### src/rtl/ws281x_pkg.sv
// rtl/ws281x_pkg.sv - shared timing defaults, widths and FSM encoding for the WS281X receiver
package ws281x_pkg;

    localparam int unsigned T_THRESH_DEF   = 23;
    localparam int unsigned T_MAXHIGH_DEF  = 50;
    localparam int unsigned T_LATCH_DEF    = 2500;
    localparam int unsigned BITS_PER_PIXEL = 24;

    localparam int unsigned HIGH_CNT_W = 6;
    localparam int unsigned LOW_CNT_W  = 12;
    localparam int unsigned BIT_CNT_W  = 5;
    localparam int unsigned PIX_CNT_W  = 8;

    typedef enum logic [1:0] {
        ST_IDLE,
        ST_HIGH,
        ST_LOW,
        ST_RESYNC
    } rx_state_e;

endpackage

### src/rtl/ws281x_pulse_timer.sv
// rtl/ws281x_pulse_timer.sv - Din synchroniser, edge detect and saturating high/low time counters
module ws281x_pulse_timer
    import ws281x_pkg::*;
(
    input  logic                  clk_i,
    input  logic                  rst_i,
    input  logic                  din_i,
    output logic                  din_s_o,
    output logic                  rise_o,
    output logic                  fall_o,
    output logic [HIGH_CNT_W-1:0] high_cnt_o,
    output logic [LOW_CNT_W-1:0]  low_cnt_o
);

    // [1:0] is the two-flop synchroniser, [2] the previous synchronised sample
    logic [2:0]            sync_q;
    logic                  din_s;
    logic                  rise;
    logic                  fall;
    logic [HIGH_CNT_W-1:0] high_cnt_q, high_cnt_d;
    logic [LOW_CNT_W-1:0]  low_cnt_q, low_cnt_d;

    assign din_s = sync_q[1];
    assign rise  = din_s & ~sync_q[2];
    assign fall  = ~din_s & sync_q[2];

    // Counters restart at 1 on the edge cycle so their value equals the level time in clocks
    always_comb begin
        high_cnt_d = high_cnt_q;
        low_cnt_d  = low_cnt_q;
        if (rise) begin
            high_cnt_d = HIGH_CNT_W'(1);
        end else if (din_s && (high_cnt_q != '1)) begin
            high_cnt_d = high_cnt_q + HIGH_CNT_W'(1);
        end
        if (fall) begin
            low_cnt_d = LOW_CNT_W'(1);
        end else if (!din_s && (low_cnt_q != '1)) begin
            low_cnt_d = low_cnt_q + LOW_CNT_W'(1);
        end
    end

    always_ff @(posedge clk_i or posedge rst_i) begin
        if (rst_i) begin
            sync_q     <= '0;
            high_cnt_q <= '0;
            low_cnt_q  <= '0;
        end else begin
            sync_q     <= {sync_q[1:0], din_i};
            high_cnt_q <= high_cnt_d;
            low_cnt_q  <= low_cnt_d;
        end
    end

    assign din_s_o    = din_s;
    assign rise_o     = rise;
    assign fall_o     = fall;
    assign high_cnt_o = high_cnt_q;
    assign low_cnt_o  = low_cnt_q;

endmodule

### src/rtl/ws281x_rx.sv
// rtl/ws281x_rx.sv - WS281X serial stream decoder producing GRB pixels with frame sync and error strobes
module ws281x_rx
    import ws281x_pkg::*;
#(
    parameter int unsigned T_THRESH  = T_THRESH_DEF,
    parameter int unsigned T_MAXHIGH = T_MAXHIGH_DEF,
    parameter int unsigned T_LATCH   = T_LATCH_DEF
) (
    input  logic                      Clock,
    input  logic                      Reset,
    input  logic                      Din,
    output logic [BITS_PER_PIXEL-1:0] Pixel,
    output logic                      Valid,
    output logic [PIX_CNT_W-1:0]      PixelNum,
    output logic                      Sync,
    output logic                      Error
);

    localparam logic [HIGH_CNT_W-1:0] THRESH_C   = HIGH_CNT_W'(T_THRESH);
    localparam logic [HIGH_CNT_W-1:0] MAXHIGH_C  = HIGH_CNT_W'(T_MAXHIGH);
    localparam logic [LOW_CNT_W-1:0]  LATCH_C    = LOW_CNT_W'(T_LATCH);
    localparam logic [BIT_CNT_W-1:0]  LAST_BIT_C = BIT_CNT_W'(BITS_PER_PIXEL - 1);

    logic                      din_s;
    logic                      rise;
    logic                      fall;
    logic [HIGH_CNT_W-1:0]     high_cnt;
    logic [LOW_CNT_W-1:0]      low_cnt;
    logic                      bit_val;

    rx_state_e                 state_q, state_d;
    logic [BITS_PER_PIXEL-1:0] shift_q, shift_d;
    logic [BIT_CNT_W-1:0]      bit_cnt_q, bit_cnt_d;
    logic [PIX_CNT_W-1:0]      pix_cnt_q, pix_cnt_d;
    logic [BITS_PER_PIXEL-1:0] pixel_q, pixel_d;
    logic [PIX_CNT_W-1:0]      pixel_num_q, pixel_num_d;
    logic                      valid_q, valid_d;
    logic                      sync_q, sync_d;
    logic                      error_q, error_d;

    ws281x_pulse_timer u_timer (
        .clk_i      (Clock),
        .rst_i      (Reset),
        .din_i      (Din),
        .din_s_o    (din_s),
        .rise_o     (rise),
        .fall_o     (fall),
        .high_cnt_o (high_cnt),
        .low_cnt_o  (low_cnt)
    );

    assign bit_val = (high_cnt >= THRESH_C);

    always_comb begin
        state_d     = state_q;
        shift_d     = shift_q;
        bit_cnt_d   = bit_cnt_q;
        pix_cnt_d   = pix_cnt_q;
        pixel_d     = pixel_q;
        pixel_num_d = pixel_num_q;
        valid_d     = 1'b0;
        sync_d      = 1'b0;
        error_d     = 1'b0;
        case (state_q)
            ST_IDLE: begin
                if (rise) state_d = ST_HIGH;
            end
            ST_HIGH: begin
                // Overlong check first: a pulse of exactly T_MAXHIGH+1 is only visible on its fall cycle
                if (high_cnt > MAXHIGH_C) begin
                    error_d   = 1'b1;
                    bit_cnt_d = '0;
                    state_d   = ST_RESYNC;
                end else if (fall) begin
                    shift_d = {shift_q[BITS_PER_PIXEL-2:0], bit_val};
                    state_d = ST_LOW;
                    if (bit_cnt_q == LAST_BIT_C) begin
                        bit_cnt_d   = '0;
                        pixel_d     = shift_d;
                        valid_d     = 1'b1;
                        pixel_num_d = pix_cnt_q;
                        if (pix_cnt_q != '1) pix_cnt_d = pix_cnt_q + PIX_CNT_W'(1);
                    end else begin
                        bit_cnt_d = bit_cnt_q + BIT_CNT_W'(1);
                    end
                end
            end
            ST_LOW: begin
                if (low_cnt >= LATCH_C) begin
                    sync_d      = 1'b1;
                    error_d     = (bit_cnt_q != '0);
                    bit_cnt_d   = '0;
                    pix_cnt_d   = '0;
                    pixel_num_d = '0;
                    state_d     = rise ? ST_HIGH : ST_IDLE;
                end else if (rise) begin
                    state_d = ST_HIGH;
                end
            end
            ST_RESYNC: begin
                if (!din_s && (low_cnt >= LATCH_C)) begin
                    bit_cnt_d   = '0;
                    pix_cnt_d   = '0;
                    pixel_num_d = '0;
                    state_d     = ST_IDLE;
                end
            end
            default: state_d = ST_IDLE;
        endcase
    end

    always_ff @(posedge Clock or posedge Reset) begin
        if (Reset) begin
            state_q     <= ST_IDLE;
            shift_q     <= '0;
            bit_cnt_q   <= '0;
            pix_cnt_q   <= '0;
            pixel_q     <= '0;
            pixel_num_q <= '0;
            valid_q     <= 1'b0;
            sync_q      <= 1'b0;
            error_q     <= 1'b0;
        end else begin
            state_q     <= state_d;
            shift_q     <= shift_d;
            bit_cnt_q   <= bit_cnt_d;
            pix_cnt_q   <= pix_cnt_d;
            pixel_q     <= pixel_d;
            pixel_num_q <= pixel_num_d;
            valid_q     <= valid_d;
            sync_q      <= sync_d;
            error_q     <= error_d;
        end
    end

    assign Pixel    = pixel_q;
    assign Valid    = valid_q;
    assign PixelNum = pixel_num_q;
    assign Sync     = sync_q;
    assign Error    = error_q;

endmodule

### config.mk
export PLATFORM = sky130hd
export DESIGN_NAME = ws281x_rx
export DESIGN_NICKNAME = d
export VERILOG_FILES = /design/src/rtl/ws281x_pkg.sv /design/src/rtl/ws281x_pulse_timer.sv /design/src/rtl/ws281x_rx.sv
export SDC_FILE = /design/constraint.sdc
export NUM_CORES = 1
export LEC_CHECK = 0
export CAP_MARGIN = 20
export CORE_MARGIN = 5
export CORE_UTILIZATION = 40
export CTS_CLUSTER_SIZE = 30
export DETAILED_ROUTE_END_ITERATION = 8
export PLACE_DENSITY = 0.6
export SYNTH_ARGS = -nofsm -noshare
export SYNTH_HDL_FRONTEND = slang
export SYNTH_HIERARCHICAL = 1
export SYNTH_SLANG_ARGS = --single-unit
### constraint.sdc
create_clock -name Clock -period 4.33 [get_ports Clock]
set_input_delay 0.866 -clock Clock [delete_from_list [all_inputs] [get_ports Clock]]
set_output_delay 0.866 -clock Clock [all_outputs]
set_load 0.05 [all_outputs]
# After elaboration in Yosys (flattened, before gate mapping)
# Index checks and enable logic that the tools add are counted.
# Widths: inputs -> output; s select.
[word_totals] mem_count=0 register_bits=94 out_inout_bits=35 elab_cells=90 inputBits=3 romBits=0 latch_bits=0 ramBits=0
[classes] add_sub_neg=4 div_mod_pow=0 eq_ne=14 bitwise=5 magnitude_cmp=3 n_reduce_logical=15 shifts=0 n_mul=0 mux=37
[op_table] cell="$mux 8" n=9
[op_table] cell="$pmux 8 s3" n=2
[op_table] cell="$mux 5" n=5
[op_table] cell="$mux 12" n=2
[op_table] cell="$pmux 5 s3" n=1
[op_table] cell="$add 12x1->12 const B" n=1
[op_table] cell="$ge 12x12->1 const B" n=1
[op_table] cell="$mux 6" n=2
[op_table] cell="$ne 12x12->1 const B" n=1
[op_table] cell="$ne 2x2->1 const B" n=6
[op_table] cell="$mux 2" n=5
[op_table] cell="$mux 1" n=9
[op_table] cell="$add 8x1->8 const B" n=1
[op_table] cell="$ne 8x8->1 const B" n=1
[op_table] cell="$pmux 2 s4" n=1
[op_table] cell="$reduce_and 4->1" n=2
[op_table] cell="$reduce_and 7->1" n=1
[op_table] cell="$add 6x1->6 const B" n=1
[op_table] cell="$ge 6x5->1 const B" n=1
[op_table] cell="$gt 6x6->1 const B" n=1
[op_table] cell="$ne 6x6->1 const B" n=1
[op_table] cell="$reduce_and 6->1" n=1
[op_table] cell="$add 5x1->5 const B" n=1
[op_table] cell="$eq 5x5->1 const B" n=1
[op_table] cell="other kinds (14)" n=21

# Depth between registers and ports, before layout
# Gate-level depths: netlist of the first run.
[depth] word_depth=6 mapped_depth=9 depth_no_buf=8

# By module
# Netlist of the first run, hierarchy kept.
[by_module_without_submodules] mod="ws281x_rx" instances=1 cells_each=320 seq_area_each_um2=1826.8 area_each_um2=3231.8
[by_module_without_submodules] mod="ws281x_pulse_timer" instances=1 cells_each=120 seq_area_each_um2=525.5 area_each_um2=1118.6

# Worst setup path after synthesis of the first run
# OpenSTA, ideal clock, no wires.
[synth_path] kind="register to register" start="register u_timer.sync_q[1]" end="register pix_cnt_q[5]" arrival_ns=2.245 setup_ns=0.092 period_less_slack_ns=2.337 path_stages_with_launch=10 path_buffers=3 required_time_ns=4.238 slack_ns=1.993 cell_sequence="dfrtp_1 > buf_1 > buf_1 > nor2_1 > o211ai_1 > o21a_1 > a211o_4 > or2_0 > buf_2 > o31ai_2"
[synth_between] elab_chain_len=4 word_cells_on_any_way=7 classes_between="2 x eq/ne; 2 x bitwise; 3 x reduce/logical"
[synth_rtl] item="start, declared" line_no="ws281x_pulse_timer.sv:16" source="logic [2:0] sync_q;"
[synth_rtl] item="start signal, assigned" line_no="ws281x_pulse_timer.sv:49" source="sync_q <= {sync_q[1:0], din_i};"
[synth_rtl] item="$not 1->1" line_no="ws281x_pulse_timer.sv:25" source="assign fall = ~din_s & sync_q[2];"
[synth_rtl] item="$and 1x1->1" line_no="ws281x_pulse_timer.sv:25"
[synth_rtl] item="via fall" line_no="ws281x_rx.sv:26" source="logic fall;"
[synth_rtl] item="$ne 2x2->1 (no source line)"
[synth_rtl] item="$reduce_and 7->1 (no source line)"
[synth_rtl] item="end signal, assigned" line_no="ws281x_rx.sv:127" source="pix_cnt_q <= pix_cnt_d;"
[synth_rtl] item="end, declared" line_no="ws281x_rx.sv:34" source="logic [PIX_CNT_W-1:0] pix_cnt_q, pix_cnt_d;"
# The timed path passes the listed nets, and every way through them passes these cells.
# A chain may end at the register's enable or synchronous reset.

# Worst setup path after layout of the first run
[layout_path] start="register u_timer.sync_q[1]" end="register pixel_num_q[3] (netlist: PixelNum[3])"
[layout_between] elab_chain_len=4 word_cells_on_any_way=7 classes_between="2 x eq/ne; 2 x bitwise; 3 x reduce/logical"
[layout_rtl] item="$not 1->1" line_no="ws281x_pulse_timer.sv:25"
[layout_rtl] item="$and 1x1->1" line_no="ws281x_pulse_timer.sv:25"
[layout_rtl] item="via fall" line_no="ws281x_rx.sv:26"
[layout_rtl] item="$ne 2x2->1 (no source line)"
[layout_rtl] item="$reduce_and 6->1 (no source line)"
[layout_rtl] item="end signal, assigned" line_no="ws281x_rx.sv:129" source="pixel_num_q <= pixel_num_d;"
[layout_rtl] item="end, declared" line_no="ws281x_rx.sv:36" source="logic [PIX_CNT_W-1:0] pixel_num_q, pixel_num_d;"
# The timed path passes the listed nets, and every way through them passes these cells.

==> impl_table.tex, run 1 <==
\begin{tabular}{lr}
\hline
Metric & Value \\
\hline
\multicolumn{2}{l}{\textbf{Status}} \\
\quad Run status & completed \\
\multicolumn{2}{l}{\textbf{Power}} \\
\quad Clk pwr share & 26.3\% \\
\quad Combinational fraction of design power & 26.7\% \\
\quad IR Drop Worst-Case VDD & 0.2247 mV \\
\quad Sw Pwr & 799.2 uW \\
\quad Sequential share of power & 47.0\% \\
\quad Total power & 2.270 mW \\
\quad Internal power contribution & 1.471 mW \\
\quad Static leakage power & 2.355 nW \\
\quad Total power density per cell area & 446.6 nW/um\^{}2 \\
\quad Fraction of power spent switching nets & 35.21\% \\
\multicolumn{2}{l}{\textbf{Worst setup path}} \\
\quad Critical Path Fanout Max & 27 \\
\quad Setup CP Type & reg -> reg \\
\quad Critical path buffer and inverter count & 0 \\
\quad Slowest library cell on the worst path & sky130\_fd\_sc\_hd\_\_a221oi\_2 \\
\quad Max incr delay on CP & 940 ps \\
\quad Kind of end point of the critical path & register \\
\quad Data arrival time of the worst path & 2820 ps \\
\quad Crit path max-delay family & compound AO/OA/AOI/OAI gates \\
\quad Ordered list of cells on the worst path & nor2\_1, o211ai\_1, a221oi\_2, nand3\_1, o21ai\_1 \\
\quad Critical Path Stages & 5 \\
\quad Critical path startpoint category & register \\
\quad Crit path required time & 4610 ps \\
\quad Worst-case reg-to-reg path depth & 5 \\
\multicolumn{2}{l}{\textbf{Floorplan}} \\
\quad Area of the core & 10750 sq um \\
\quad Core Rows & 38 \\
\quad Horiz. Die Dim & 114.3 um \\
\quad Chip height & 114.3 um \\
\quad I/O pin total & 38 \\
\quad Effective utilization at floorplan & 40.49\% \\
\quad Die ar. & 13060 sq um \\
\multicolumn{2}{l}{\textbf{Min path}} \\
\quad Hold depth & 0 \\
\quad Min-delay worst type & reg -> reg \\
\multicolumn{2}{l}{\textbf{Flow run}} \\
\quad Max Cap Violations & 0 \\
\multicolumn{2}{l}{\textbf{Detailed routing}} \\
\quad Wire per inst & 13.87 um \\
\quad Aggregate routed wire length & 8630 um \\
\quad Number of vias per cell after detailed routing & 5.240 \\
\quad Number of nets still failing antenna checks after routing & 0 \\
\quad Vias & 3259 \\
\quad Number of DRC markers after the initial detailed-route iteration & 174 \\
\quad Iteration count of the initial detailed-routing pass & 5 \\
\quad Detailed-route DRC error count & 0 \\
\multicolumn{2}{l}{\textbf{Timing}} \\
\quad Top achievable clock speed & 393.7 MHz \\
\quad Max-slew violation count & 0 \\
\quad Final setup fails & 0 \\
\quad Final Critical Period & 2540 ps \\
\quad Setup slack of the critical path after layout & 1790 ps \\
\quad Relative max-transition margin & 26.72\% \\
\quad Part of the cycle the worst path needs & 58.66\% \\
\quad Clock skew after layout & 13.11 ps \\
\quad Count of endpoints failing hold in the final timing report & 0 \\
\quad Setup TNS & 0 ps \\
\quad Worst slew pin tran & 1099 ps \\
\quad Hold WS & 355.4 ps \\
\quad Setup repair after global routing missed its margin & false \\
\multicolumn{2}{l}{\textbf{Placed design}} \\
\quad Count of placed standard cells including taps & 605 \\
\quad Detailed-placement wirelength estimate & 6012 um \\
\quad Total of buffers placed on input and output ports & 37 \\
\quad Worst slack, placed & 1760 ps \\
\quad Final weighted congestion of routability-driven global placement & 0.7874 \\
\multicolumn{2}{l}{\textbf{Clocking}} \\
\quad Maximum number of buffers from clock root to sink & 2 \\
\quad CTS Hold Bufs & 0 \\
\quad Worst-path clk slew & 90 ps \\
\quad CTS tree & done \\
\quad Post-CTS sizing & 0 \\
\quad Later-pin clock latency in the skew report & 360 ps \\
\quad Total CTS buffers & 9 \\
\quad H-tree depth reported by CTS & 3 \\
\quad Post-CTS setup buffers & 0 \\
\quad Root Buffer Master & sky130\_fd\_sc\_hd\_\_clkbuf\_8 \\
\quad Sink Count & 94 \\
\multicolumn{2}{l}{\textbf{Synthesis}} \\
\quad Synth cell types & 61 \\
\quad Top-count cell post-synth & sky130\_fd\_sc\_hd\_\_nand2\_1 \\
\quad Post-synthesis average cell area & 9.887 sq um \\
\quad Sequential-to-total area share from yosys stat & 54.07\% \\
\quad Top cells by count, synth & sky130\_fd\_sc\_hd\_\_nand2\_1, sky130\_fd\_sc\_hd\_\_dfrtp\_1, sky130\_fd\_sc\_hd\_\_nor2\_1, sky130\_fd\_sc\_hd\_\_mux2\_2, sky130\_fd\_sc\_hd\_\_nand3\_1 \\
\quad Number of synthesized flops with an enable pin & 0 \\
\quad Synth top area cells & sky130\_fd\_sc\_hd\_\_dfrtp\_1, sky130\_fd\_sc\_hd\_\_nand2\_1, sky130\_fd\_sc\_hd\_\_mux2\_2 \\
\quad Synthesized netlist net count & 452 \\
\quad Most common flop cell mapped by yosys & sky130\_fd\_sc\_hd\_\_dfrtp\_1 \\
\quad Portion of synthesized cell area occupied by the leading cell type & 54.07\% \\
\quad Post-synthesis register bit count & 94 \\
\quad Mapped Area & 4350 sq um \\
\quad Library cell with the largest summed area after synthesis & sky130\_fd\_sc\_hd\_\_dfrtp\_1 \\
\quad Warning count from the yosys run & 6 \\
\quad Async set-reset flop share out of synthesis & 100.0\% \\
\quad Cell count after synthesis & 440 \\
\multicolumn{2}{l}{\textbf{Layout}} \\
\quad Share of final-layout standard cells stronger than drive strength 1 & 11.41\% \\
\quad Synthesis-to-finish area growth & 16.82\% \\
\quad \# nets final & 489 \\
\quad Number of antenna repair diodes & 0 \\
\quad Cell Count, Final, Fillers Out & 622 \\
\multicolumn{2}{l}{\textbf{Global routing}} \\
\quad Total track usage & 13.96\% \\
\quad Antenna violations before repair & 0 \\
\quad Number of global-route vias before repair & 3200 \\
\quad Overflow left after global routing & 0 \\
\quad Wire length of the first global-routing pass & 14920 um \\
\quad Maximum number of pins on one net before global-route repair & 53 \\
\hline
\end{tabular}
[worst register-to-register path, cell delays in order (launching register included)]
cell                       delay, ps
sky130_fd_sc_hd__dfrtp_1         660
sky130_fd_sc_hd__nor2_1          370
sky130_fd_sc_hd__o211ai_1        190
sky130_fd_sc_hd__a221oi_2        940
sky130_fd_sc_hd__nand3_1         160
sky130_fd_sc_hd__o21ai_1         130
[path summary, 6_finish.rpt]
check,startpoint,to,slack (ps)
worst max-delay path,u_timer/sync_q[1],PixelNum[3],1790
worst min-delay path,u_timer/sync_q[0],u_timer/sync_q[1],360
worst max register to register,u_timer/sync_q[1],PixelNum[3],1790
worst min register to register,u_timer/sync_q[0],u_timer/sync_q[1],360
max in group asynchronous,Reset,Error,2700
min in group asynchronous,Reset,Pixel[15],780
[sequential cells by signal (all words and copies together) (netlist names)]
name / flops
bit_cnt_q: 5
pix_cnt_q: 8
Error: 1
Valid: 1
PixelNum: 8
u_timer/sync_q: 3
Pixel: 24
u_timer/high_cnt_o: 6
u_timer/low_cnt_o: 12
shift_q: 23
state_q: 2
Sync: 1
[cell families (layout without fill, tap and decap cells)]
| logic type | after synthesis | after routing | synth area share (%) |
|---|---|---|---|
| DFF | 94 | 94 | 54.07 |
| xor gates and xnor gates | 1 | 1 | 0.2014 |
| AOI/OAI and AO/OA | 93 | 93 | 14.18 |
| buffers and inverters | 33 | 75 | 2.876 |
| adders and majority gates | 9 | 9 | 2.588 |
| and+or+nand+nor | 187 | 187 | 20.16 |
| muxes | 23 | 23 | 5.925 |
[metal layers]
| metal | track usage [%] | share of wire [%] | vias up |
|---|---|---|---|
| met5 | 0 | 0 | - |
| met1 | 18.22 | 47 | 1566 |
| li1 | - | - | 1628 |
| met2 | 22.79 | 48 | 54 |
| met4 | 4.909 | 1.3 | 0 |
| met3 | 3.330 | 3.9 | 11 |
[cell usage in the layout, fill, tap and decap left out, types with 3 or more instances in the layout]
master / count
sky130_fd_sc_hd__mux2_2: 22
sky130_fd_sc_hd__o31ai_1: 6
sky130_fd_sc_hd__a21oi_1: 14
sky130_fd_sc_hd__nor3_1: 8
sky130_fd_sc_hd__ha_1: 9
sky130_fd_sc_hd__nor2b_1: 3
sky130_fd_sc_hd__a211o_1: 3
sky130_fd_sc_hd__nor2_1: 25
sky130_fd_sc_hd__nand2_1: 96
sky130_fd_sc_hd__o21ai_0: 16
sky130_fd_sc_hd__a31oi_1: 7
sky130_fd_sc_hd__nand4_1: 5
sky130_fd_sc_hd__and4_1: 3
sky130_fd_sc_hd__nand2b_1: 3
sky130_fd_sc_hd__clkdlybuf4s50_1: 37
sky130_fd_sc_hd__or2_2: 3
sky130_fd_sc_hd__dfrtp_1: 94
sky130_fd_sc_hd__inv_1: 17
sky130_fd_sc_hd__and3_1: 5
sky130_fd_sc_hd__nand3_1: 19
sky130_fd_sc_hd__o22a_1: 3
sky130_fd_sc_hd__clkbuf_8: 10
sky130_fd_sc_hd__o21ai_1: 18
[power by group through the flow]
| stage | Clock, mW | Sequential [mW] | Combinational, mW |
|---|---|---|---|
| after floorplan | 0 | 1.10 | 0.433 |
| after global placement | 0 | 1.08 | 0.592 |
| after detailed placement | 0 | 1.08 | 0.605 |
| after CTS | 0.623 | 1.07 | 0.611 |
| after global routing | 0.657 | 1.09 | 0.675 |
| final | 0.598 | 1.07 | 0.605 |
[per-stage QoR]
stage	area (sq um)	utilization (%)
4_1_cts	5062	47.11
2_1_floorplan	4350	-
3_5_place_dp	4857	45.20
3_3_place_gp	4857	45.20
5_1_grt	5082	47.30
6_report	5082	47.30
[cell type report]
type	count	area [sq um]
inverters	19	71.32
well taps	140	175.2
clock buffers	11	141.4
fillers	1016	5663
multi-input cells	313	1873
repair buffers	40	405.4
flip-flops and latches	94	2352
clock inverters	5	63.81
Note: power is estimated with default switching activity, not from simulation.
==> run 2: changes to the inputs <==
--- a/config.mk
+++ b/config.mk
@@ -10,7 +10,7 @@
 export CORE_UTILIZATION = 40
 export CTS_CLUSTER_SIZE = 30
 export DETAILED_ROUTE_END_ITERATION = 8
-export PLACE_DENSITY = 0.6
+export PLACE_DENSITY = 0.62
 export SYNTH_ARGS = -nofsm -noshare
 export SYNTH_HDL_FRONTEND = slang
 export SYNTH_HIERARCHICAL = 1
==> constraint.sdc (replaced) <==
create_clock -name Clock -period 2 [get_ports Clock]
set_input_delay 0.4 -clock Clock [delete_from_list [all_inputs] [get_ports Clock]]
set_output_delay 0.4 -clock Clock [all_outputs]
set_load 0.05 [all_outputs]
==> impl_table.tex, run 2 (same netlist as run 1, synthesis figures left out) <==
\begin{tabular}{lr}
\hline
Metric & Value \\
\hline
\multicolumn{2}{l}{\textbf{Status}} \\
\quad Run status & completed \\
\multicolumn{2}{l}{\textbf{Placed design}} \\
\quad Total of buffers placed on input and output ports & 37 (unchanged) \\
\quad Detailed-placement wirelength estimate & 6399 um (+6.4\%) \\
\quad Count of placed standard cells including taps & 648 (+7.1\%) \\
\quad Final weighted congestion of routability-driven global placement & 0.8314 (+5.6\%) \\
\multicolumn{2}{l}{\textbf{Global routing}} \\
\quad Total track usage & 14.83\% (+0.87 points) \\
\quad Maximum number of pins on one net before global-route repair & 60 (+13\%) \\
\quad Overflow left after global routing & 0 (unchanged) \\
\quad Number of global-route vias before repair & 3358 (+4.9\%) \\
\quad Wire length of the first global-routing pass & 15640 um (+4.8\%) \\
\quad Antenna violations before repair & 0 (unchanged) \\
\multicolumn{2}{l}{\textbf{Worst setup path}} \\
\quad Data arrival time of the worst path & 1530 ps (-1290 ps) \\
\quad Slowest library cell on the worst path & sky130\_fd\_sc\_hd\_\_clkdlybuf4s50\_1 \\
\quad Worst-case register-to-register setup slack & 80 ps (-1710 ps) \\
\quad Critical path buffer and inverter count & 1 (+1) \\
\quad Kind of end point of the critical path & output pin \\
\quad Critical Path Fanout Max & 2 (-93\%) \\
\quad Critical path startpoint category & register \\
\quad Crit path max-delay family & buffers and inverters \\
\quad Setup CP Type & reg -> out \\
\quad Max incr delay on CP & 810 ps (-130 ps) \\
\quad Ordered list of cells on the worst path & clkdlybuf4s50\_1 \\
\quad Crit path required time & 1600 ps (-3010 ps) \\
\multicolumn{2}{l}{\textbf{Clocking}} \\
\quad Maximum number of buffers from clock root to sink & 2 (unchanged) \\
\quad Root Buffer Master & sky130\_fd\_sc\_hd\_\_clkbuf\_8 \\
\quad CTS Hold Bufs & 0 (unchanged) \\
\quad H-tree depth reported by CTS & 3 (unchanged) \\
\quad Total CTS buffers & 9 (unchanged) \\
\quad CTS tree & done \\
\quad Sink Count & 94 (unchanged) \\
\quad Worst-path clk slew & 90 ps (about the same) \\
\quad Later-pin clock latency in the skew report & 380 ps (+20 ps) \\
\multicolumn{2}{l}{\textbf{Detailed routing}} \\
\quad Routed length on met3 & 445 um (+34\%) \\
\quad Number of DRC markers after the initial detailed-route iteration & 182 (+4.6\%) \\
\quad Routed length on met1 & 4163 um (+3.6\%) \\
\quad Number of nets still failing antenna checks after routing & 0 (unchanged) \\
\quad Uppermost metal layer occupied by signal nets & met4 \\
\quad Iteration count of the initial detailed-routing pass & 4 (-1) \\
\quad Number of vias per cell after detailed routing & 5.228 (-0.22\%) \\
\quad Aggregate routed wire length & 9157 um (+6.1\%) \\
\quad Wire per inst & 13.75 um (-0.90\%) \\
\quad Detailed-route DRC error count & 0 (unchanged) \\
\quad Vias & 3482 (+6.8\%) \\
\quad Met2 wire len & 4468 um (+7.3\%) \\
\multicolumn{2}{l}{\textbf{Layout}} \\
\quad Cell Count, Final, Fillers Out & 666 (+7.1\%) \\
\quad \# nets final & 533 (+9.0\%) \\
\quad Commonest non-fill, non-tap cell in the layout & sky130\_fd\_sc\_hd\_\_nand2\_1 \\
\quad Number of fillers in the final layout & 1028 (+1.2\%) \\
\quad Synthesis-to-finish area growth & 26.89\% \\
\quad Area taken by flip-flops and latches & 2352 sq um (unchanged) \\
\quad Share of final-layout standard cells stronger than drive strength 1 & 20.53\% (+9.1 points) \\
\quad Number of antenna repair diodes & 0 (unchanged) \\
\quad Flip-flop count of the largest register, all copies and words added & 24 (unchanged) \\
\quad Most frequent cells in the layout & sky130\_fd\_sc\_hd\_\_nand2\_1, sky130\_fd\_sc\_hd\_\_dfrtp\_1, sky130\_fd\_sc\_hd\_\_buf\_4, sky130\_fd\_sc\_hd\_\_nor2\_1 \\
\quad Area of the multi-input gates & 1929 sq um (+3.0\%) \\
\multicolumn{2}{l}{\textbf{Timing}} \\
\quad Setup TNS & 0 ps (unchanged) \\
\quad Final Critical Period & 1930 ps \\
\quad Top achievable clock speed & 518.2 MHz \\
\quad Final setup fails & 0 (unchanged) \\
\quad Part of the cycle the worst path needs & 96.48\% \\
\quad Setup repair after global routing missed its margin & false \\
\quad Max-slew violation count & 0 (unchanged) \\
\quad Clock skew after layout & 16.19 ps (+3.072 ps) \\
\quad Count of endpoints failing hold in the final timing report & 0 (unchanged) \\
\quad Worst slew pin tran & 538.5 ps (-560.7 ps) \\
\quad Hold WS & 360.4 ps (+5.012 ps) \\
\quad Relative max-transition margin & 64.04\% (+37 points) \\
\multicolumn{2}{l}{\textbf{Floorplan}} \\
\quad Effective utilization at floorplan & 40.49\% (unchanged) \\
\quad Chip height & 114.3 um (unchanged) \\
\quad I/O pin total & 38 (unchanged) \\
\quad Core Rows & 38 (unchanged) \\
\quad Die ar. & 13060 sq um (unchanged) \\
\quad Horiz. Die Dim & 114.3 um (unchanged) \\
\quad Area of the core & 10750 sq um (unchanged) \\
\multicolumn{2}{l}{\textbf{Power}} \\
\quad IR Drop Worst-Case VDD & 0.6461 mV (+190\%) \\
\quad Total power density per cell area & 947.8 nW/um\^{}2 (+110\%) \\
\quad Static leakage power & 2.983 nW (+27\%) \\
\multicolumn{2}{l}{\textbf{Min path}} \\
\quad Min-delay worst type & reg -> reg \\
\multicolumn{2}{l}{\textbf{Flow run}} \\
\quad Max Cap Violations & 0 (unchanged) \\
\hline
\end{tabular}
## run 2: cell types whose count changed in the layout (fill, tap and decap cells not counted), moves of 2 or more
cell                              change
sky130_fd_sc_hd__o31ai_1              -2
sky130_fd_sc_hd__buf_4               +43
sky130_fd_sc_hd__clkdlybuf4s50_1     -22
sky130_fd_sc_hd__clkinvlp_4           +2
sky130_fd_sc_hd__o31ai_2              +2
sky130_fd_sc_hd__dlymetal6s2s_1      +22
## run 2: layout make-up
class                   instances  area share (%)
clock inverters                 7           1.111
well taps                     140           3.173
inverters                      19           1.360
repair buffers                 84           14.55
flip-flops and latches         94           42.61
multi-input cells             313           34.95
clock buffers                   9           2.244
## run 2: path summary, 6_finish.rpt
check                           cells after the start                end            startpoint
worst max-delay path                                1          Pixel[18]             Pixel[18]
worst min-delay path                                0  u_timer/sync_q[1]     u_timer/sync_q[0]
worst max register to register                      7       bit_cnt_q[3]  u_timer/low_cnt_o[5]
worst min register to register                      0  u_timer/sync_q[1]     u_timer/sync_q[0]
max in group asynchronous                           3         state_q[0]                 Reset
min in group asynchronous                           3          Pixel[10]                 Reset
## run 2: where the power goes
part | switching [mW] | total [mW] | leakage [nW] | internal (mW)
sequential | 0.126 | 2.21 | 1.28 | 2.08
clock | 0.717 | 1.19 | 0.0888 | 0.475
combinational | 1.05 | 1.83 | 1.61 | 0.784
total | 1.89 | 5.23 | 2.98 | 3.34
## run 2: timing repair
item,CTS,global route
setup buffers,1,1
setup endpoints to repair,4,29
pin swaps,0,1
gates cloned,0,0
hold endpoints to repair,0,0
gates resized for setup,2,28
## run 2: through the flow
step / cell area, sq um / setup WS [ps] / utilization [%] / power [mW]
after floorplan: 4390 / -9.305 / - / 3.346
final: 5520 / 70.37 / 51.37 / 5.232
after CTS: 5424 / 4.868 / 50.48 / 5.235
after global routing: 5520 / 0.8979 / 51.37 / 5.579
after global placement: 5229 / 12.29 / 48.66 / 3.941
after detailed placement: 5229 / -59.81 / 48.66 / 3.985
## run 2: routing by layer
metal / GRT usage, % / up-vias
li1: - / 1715
met1: 18.77 / 1697
met2: 24.36 / 59
met3: 4.440 / 11
met4: 4.909 / 0
met5: 0 / -
==> run 3: changes to the inputs <==
--- a/config.mk
+++ b/config.mk
@@ -11,6 +11,7 @@
 export CTS_CLUSTER_SIZE = 30
 export DETAILED_ROUTE_END_ITERATION = 8
 export PLACE_DENSITY = 0.62
+export SETUP_SLACK_MARGIN = 0.1
 export SYNTH_ARGS = -nofsm -noshare
 export SYNTH_HDL_FRONTEND = slang
 export SYNTH_HIERARCHICAL = 1
==> impl_table.tex, run 3 (same netlist as run 1, synthesis figures left out) <==
\begin{tabular}{lr}
\hline
Metric & Value \\
\hline
\multicolumn{2}{l}{\textbf{Status}} \\
\quad Run status & completed \\
\multicolumn{2}{l}{\textbf{Worst setup path}} \\
\quad Data arrival time of the worst path & 2200 ps (+670 ps) \\
\quad Ordered list of cells on the worst path & ha\_4, and4b\_1, o211ai\_1, o21a\_1, a211o\_4, or2\_4, o31ai\_4 \\
\quad Critical path startpoint category & register \\
\quad Max incr delay on CP & 400 ps (-410 ps) \\
\quad Setup CP Type & reg -> reg \\
\quad Critical Path Fanout Max & 6 (+4) \\
\quad Crit path max-delay family & compound AO/OA/AOI/OAI gates \\
\quad Critical path buffer and inverter count & 0 (-1) \\
\quad Crit path required time & 2270 ps (+670 ps) \\
\quad Slowest library cell on the worst path & sky130\_fd\_sc\_hd\_\_dfrtp\_1 \\
\quad Kind of end point of the critical path & register \\
\multicolumn{2}{l}{\textbf{Min path}} \\
\quad Min-delay worst type & reg -> reg \\
\multicolumn{2}{l}{\textbf{Clocking}} \\
\quad CTS Hold Bufs & 0 (unchanged) \\
\quad Root Buffer Master & sky130\_fd\_sc\_hd\_\_clkbuf\_8 \\
\quad CTS tree & done \\
\quad Sink Count & 94 (unchanged) \\
\quad Maximum number of buffers from clock root to sink & 2 (unchanged) \\
\quad Total CTS buffers & 9 (unchanged) \\
\quad H-tree depth reported by CTS & 3 (unchanged) \\
\quad Later-pin clock latency in the skew report & 360 ps (-20 ps) \\
\quad Worst-path clk slew & 100 ps (about the same) \\
\multicolumn{2}{l}{\textbf{Detailed routing}} \\
\quad Aggregate routed wire length & 8824 um (-3.6\%) \\
\quad Detailed-route DRC error count & 0 (unchanged) \\
\quad Number of vias per cell after detailed routing & 5.206 (-0.42\%) \\
\quad Vias & 3457 (-0.72\%) \\
\quad Number of DRC markers after the initial detailed-route iteration & 152 (-16\%) \\
\quad Iteration count of the initial detailed-routing pass & 4 (unchanged) \\
\quad Wire per inst & 13.29 um (-3.3\%) \\
\quad Number of nets still failing antenna checks after routing & 0 (unchanged) \\
\multicolumn{2}{l}{\textbf{Floorplan}} \\
\quad Horiz. Die Dim & 114.3 um (unchanged) \\
\quad Die ar. & 13060 sq um (unchanged) \\
\quad Core Rows & 38 (unchanged) \\
\quad Effective utilization at floorplan & 40.49\% (unchanged) \\
\quad I/O pin total & 38 (unchanged) \\
\quad Chip height & 114.3 um (unchanged) \\
\quad Area of the core & 10750 sq um (unchanged) \\
\multicolumn{2}{l}{\textbf{Global routing}} \\
\quad Antenna violations before repair & 0 (unchanged) \\
\quad Layer carrying the most global-route usage & met2 \\
\quad Overflow left after global routing & 0 (unchanged) \\
\quad Global-route met1 utilization & 19.15\% (+0.37 points) \\
\quad Wire length of the first global-routing pass & 15340 um (-1.9\%) \\
\quad Maximum number of pins on one net before global-route repair & 34 (-43\%) \\
\quad Number of global-route vias before repair & 3419 (+1.8\%) \\
\quad Met3 demand-to-capacity share in global routing & 3.013\% (-1.4 points) \\
\quad Total track usage & 14.28\% (-0.55 points) \\
\quad Met2 Usage GRT & 23.19\% (-1.2 points) \\
\multicolumn{2}{l}{\textbf{Placed design}} \\
\quad Final weighted congestion of routability-driven global placement & 0.8304 (-0.12\%) \\
\quad Worst slack, placed & -68.53 ps (-8.719 ps) \\
\quad Detailed-placement wirelength estimate & 6241 um (-2.5\%) \\
\quad Total of buffers placed on input and output ports & 37 (unchanged) \\
\multicolumn{2}{l}{\textbf{Timing}} \\
\quad Final setup fails & 0 (unchanged) \\
\quad Max-slew violation count & 0 (unchanged) \\
\quad Top achievable clock speed & 519.2 MHz (+0.18\%) \\
\quad Final Critical Period & 1926 ps (-3.465 ps) \\
\quad Relative max-transition margin & 68.08\% (+4.0 points) \\
\quad Count of endpoints failing hold in the final timing report & 0 (unchanged) \\
\quad Clock skew after layout & 10.95 ps (-5.240 ps) \\
\quad Setup repair after global routing missed its margin & true \\
\quad Part of the cycle the worst path needs & 96.31\% (-0.17 points) \\
\quad Worst slew pin tran & 473.8 ps (-64.71 ps) \\
\quad Setup slack of the critical path after layout & 73.83 ps (+3.465 ps) \\
\multicolumn{2}{l}{\textbf{Layout}} \\
\quad Commonest non-fill, non-tap cell in the layout & sky130\_fd\_sc\_hd\_\_nand2\_1 \\
\quad Share of final-layout standard cells stronger than drive strength 1 & 21.56\% (+1.0 points) \\
\quad Synthesis-to-finish area growth & 25.54\% \\
\quad Flip-flop count of the largest register, all copies and words added & 24 (unchanged) \\
\quad Number of antenna repair diodes & 0 (unchanged) \\
\quad Most frequent cells in the layout & sky130\_fd\_sc\_hd\_\_nand2\_1, sky130\_fd\_sc\_hd\_\_dfrtp\_1, sky130\_fd\_sc\_hd\_\_buf\_4, sky130\_fd\_sc\_hd\_\_dlygate4sd2\_1, sky130\_fd\_sc\_hd\_\_nor2\_1 \\
\quad Number of fillers in the final layout & 1037 (+0.88\%) \\
\quad \# nets final & 531 (-0.38\%) \\
\multicolumn{2}{l}{\textbf{Power}} \\
\quad Static leakage power & 2.751 nW (-7.8\%) \\
\quad Total power & 5.246 mW (+0.27\%) \\
\quad Total power density per cell area & 960.5 nW/um\^{}2 (+1.3\%) \\
\quad IR Drop Worst-Case VDD & 0.4594 mV (-29\%) \\
\multicolumn{2}{l}{\textbf{Flow run}} \\
\quad Max Cap Violations & 0 (unchanged) \\
\hline
\end{tabular}
-- run 3: timing repair --
item | 4_1_cts | 5_1_grt
pin swaps | 1 | 0
hold endpoints to repair | 0 | 0
gates resized for setup | 38 | 15
cloned | 0 | 0
setup endpoints to repair | 49 | 23
setup buffers | 2 | 1
-- run 3: final cells by class --
cell class / instances / area (sq um) / area share [%]
Clock buffer: 10 / 137.6 / 2.520
Clock inverter: 6 / 51.30 / 0.9393
Inverter: 19 / 75.07 / 1.375
Multi-Input combinational cell: 313 / 1967 / 36.01
Sequential cell: 94 / 2354 / 43.09
Tap cell: 140 / 175.2 / 3.207
Timing Repair Buffer: 82 / 701.9 / 12.85
-- run 3: where the power goes --
group	internal [mW]	leakage [nW]	total, mW	switching, mW
Sequential	2.08	1.28	2.22	0.138
Combinational	0.780	1.37	1.82	1.04
Clock	0.508	0.0996	1.21	0.697
-- run 3: worst reg2reg max path, stage by stage, from the launching register on --
cell and delay, ps:
sky130_fd_sc_hd__dfrtp_1 400, sky130_fd_sc_hd__ha_4 140, sky130_fd_sc_hd__and4b_1 220, sky130_fd_sc_hd__o211ai_1 130
sky130_fd_sc_hd__o21a_1 200, sky130_fd_sc_hd__a211o_4 270, sky130_fd_sc_hd__or2_4 280, sky130_fd_sc_hd__o31ai_4 210
-- run 3: final timing paths --
kind                              startpoint                end  slack, ps  depth (start not counted)
max                             bit_cnt_q[1]       pix_cnt_q[5]         70                          7
min                        u_timer/sync_q[0]  u_timer/sync_q[1]        360                          0
max reg2reg                     bit_cnt_q[1]       pix_cnt_q[5]         70                          7
min reg2reg                u_timer/sync_q[0]  u_timer/sync_q[1]        360                          0
max in group asynchronous              Reset       pix_cnt_q[4]       1100                          3
min in group asynchronous              Reset        shift_q[17]        420                          2
-- run 3: layer usage --
layer | vias up | wire length (um)
met4 | 0 | 135
met1 | 1652 | 4125
met3 | 17 | 362
li1 | 1713 | -
met5 | - | 0
met2 | 75 | 4200
-- run 3: metrics by stage --
stage | setup TNS [ps] | utilization (%) | cells | hold WS, ps | cell area (sq um)
2_1_floorplan | -9.131 | - | 440 | 331.2 | 4392
3_3_place_gp | 0 | 48.57 | 645 | 339.6 | 5219
3_5_place_dp | -187.9 | 48.57 | 645 | 345.7 | 5219
4_1_cts | 0 | 50.13 | 663 | 371.1 | 5386
5_1_grt | -77.98 | 50.83 | 664 | 373.7 | 5461
6_report | 0 | 50.83 | 664 | 364.6 | 5461
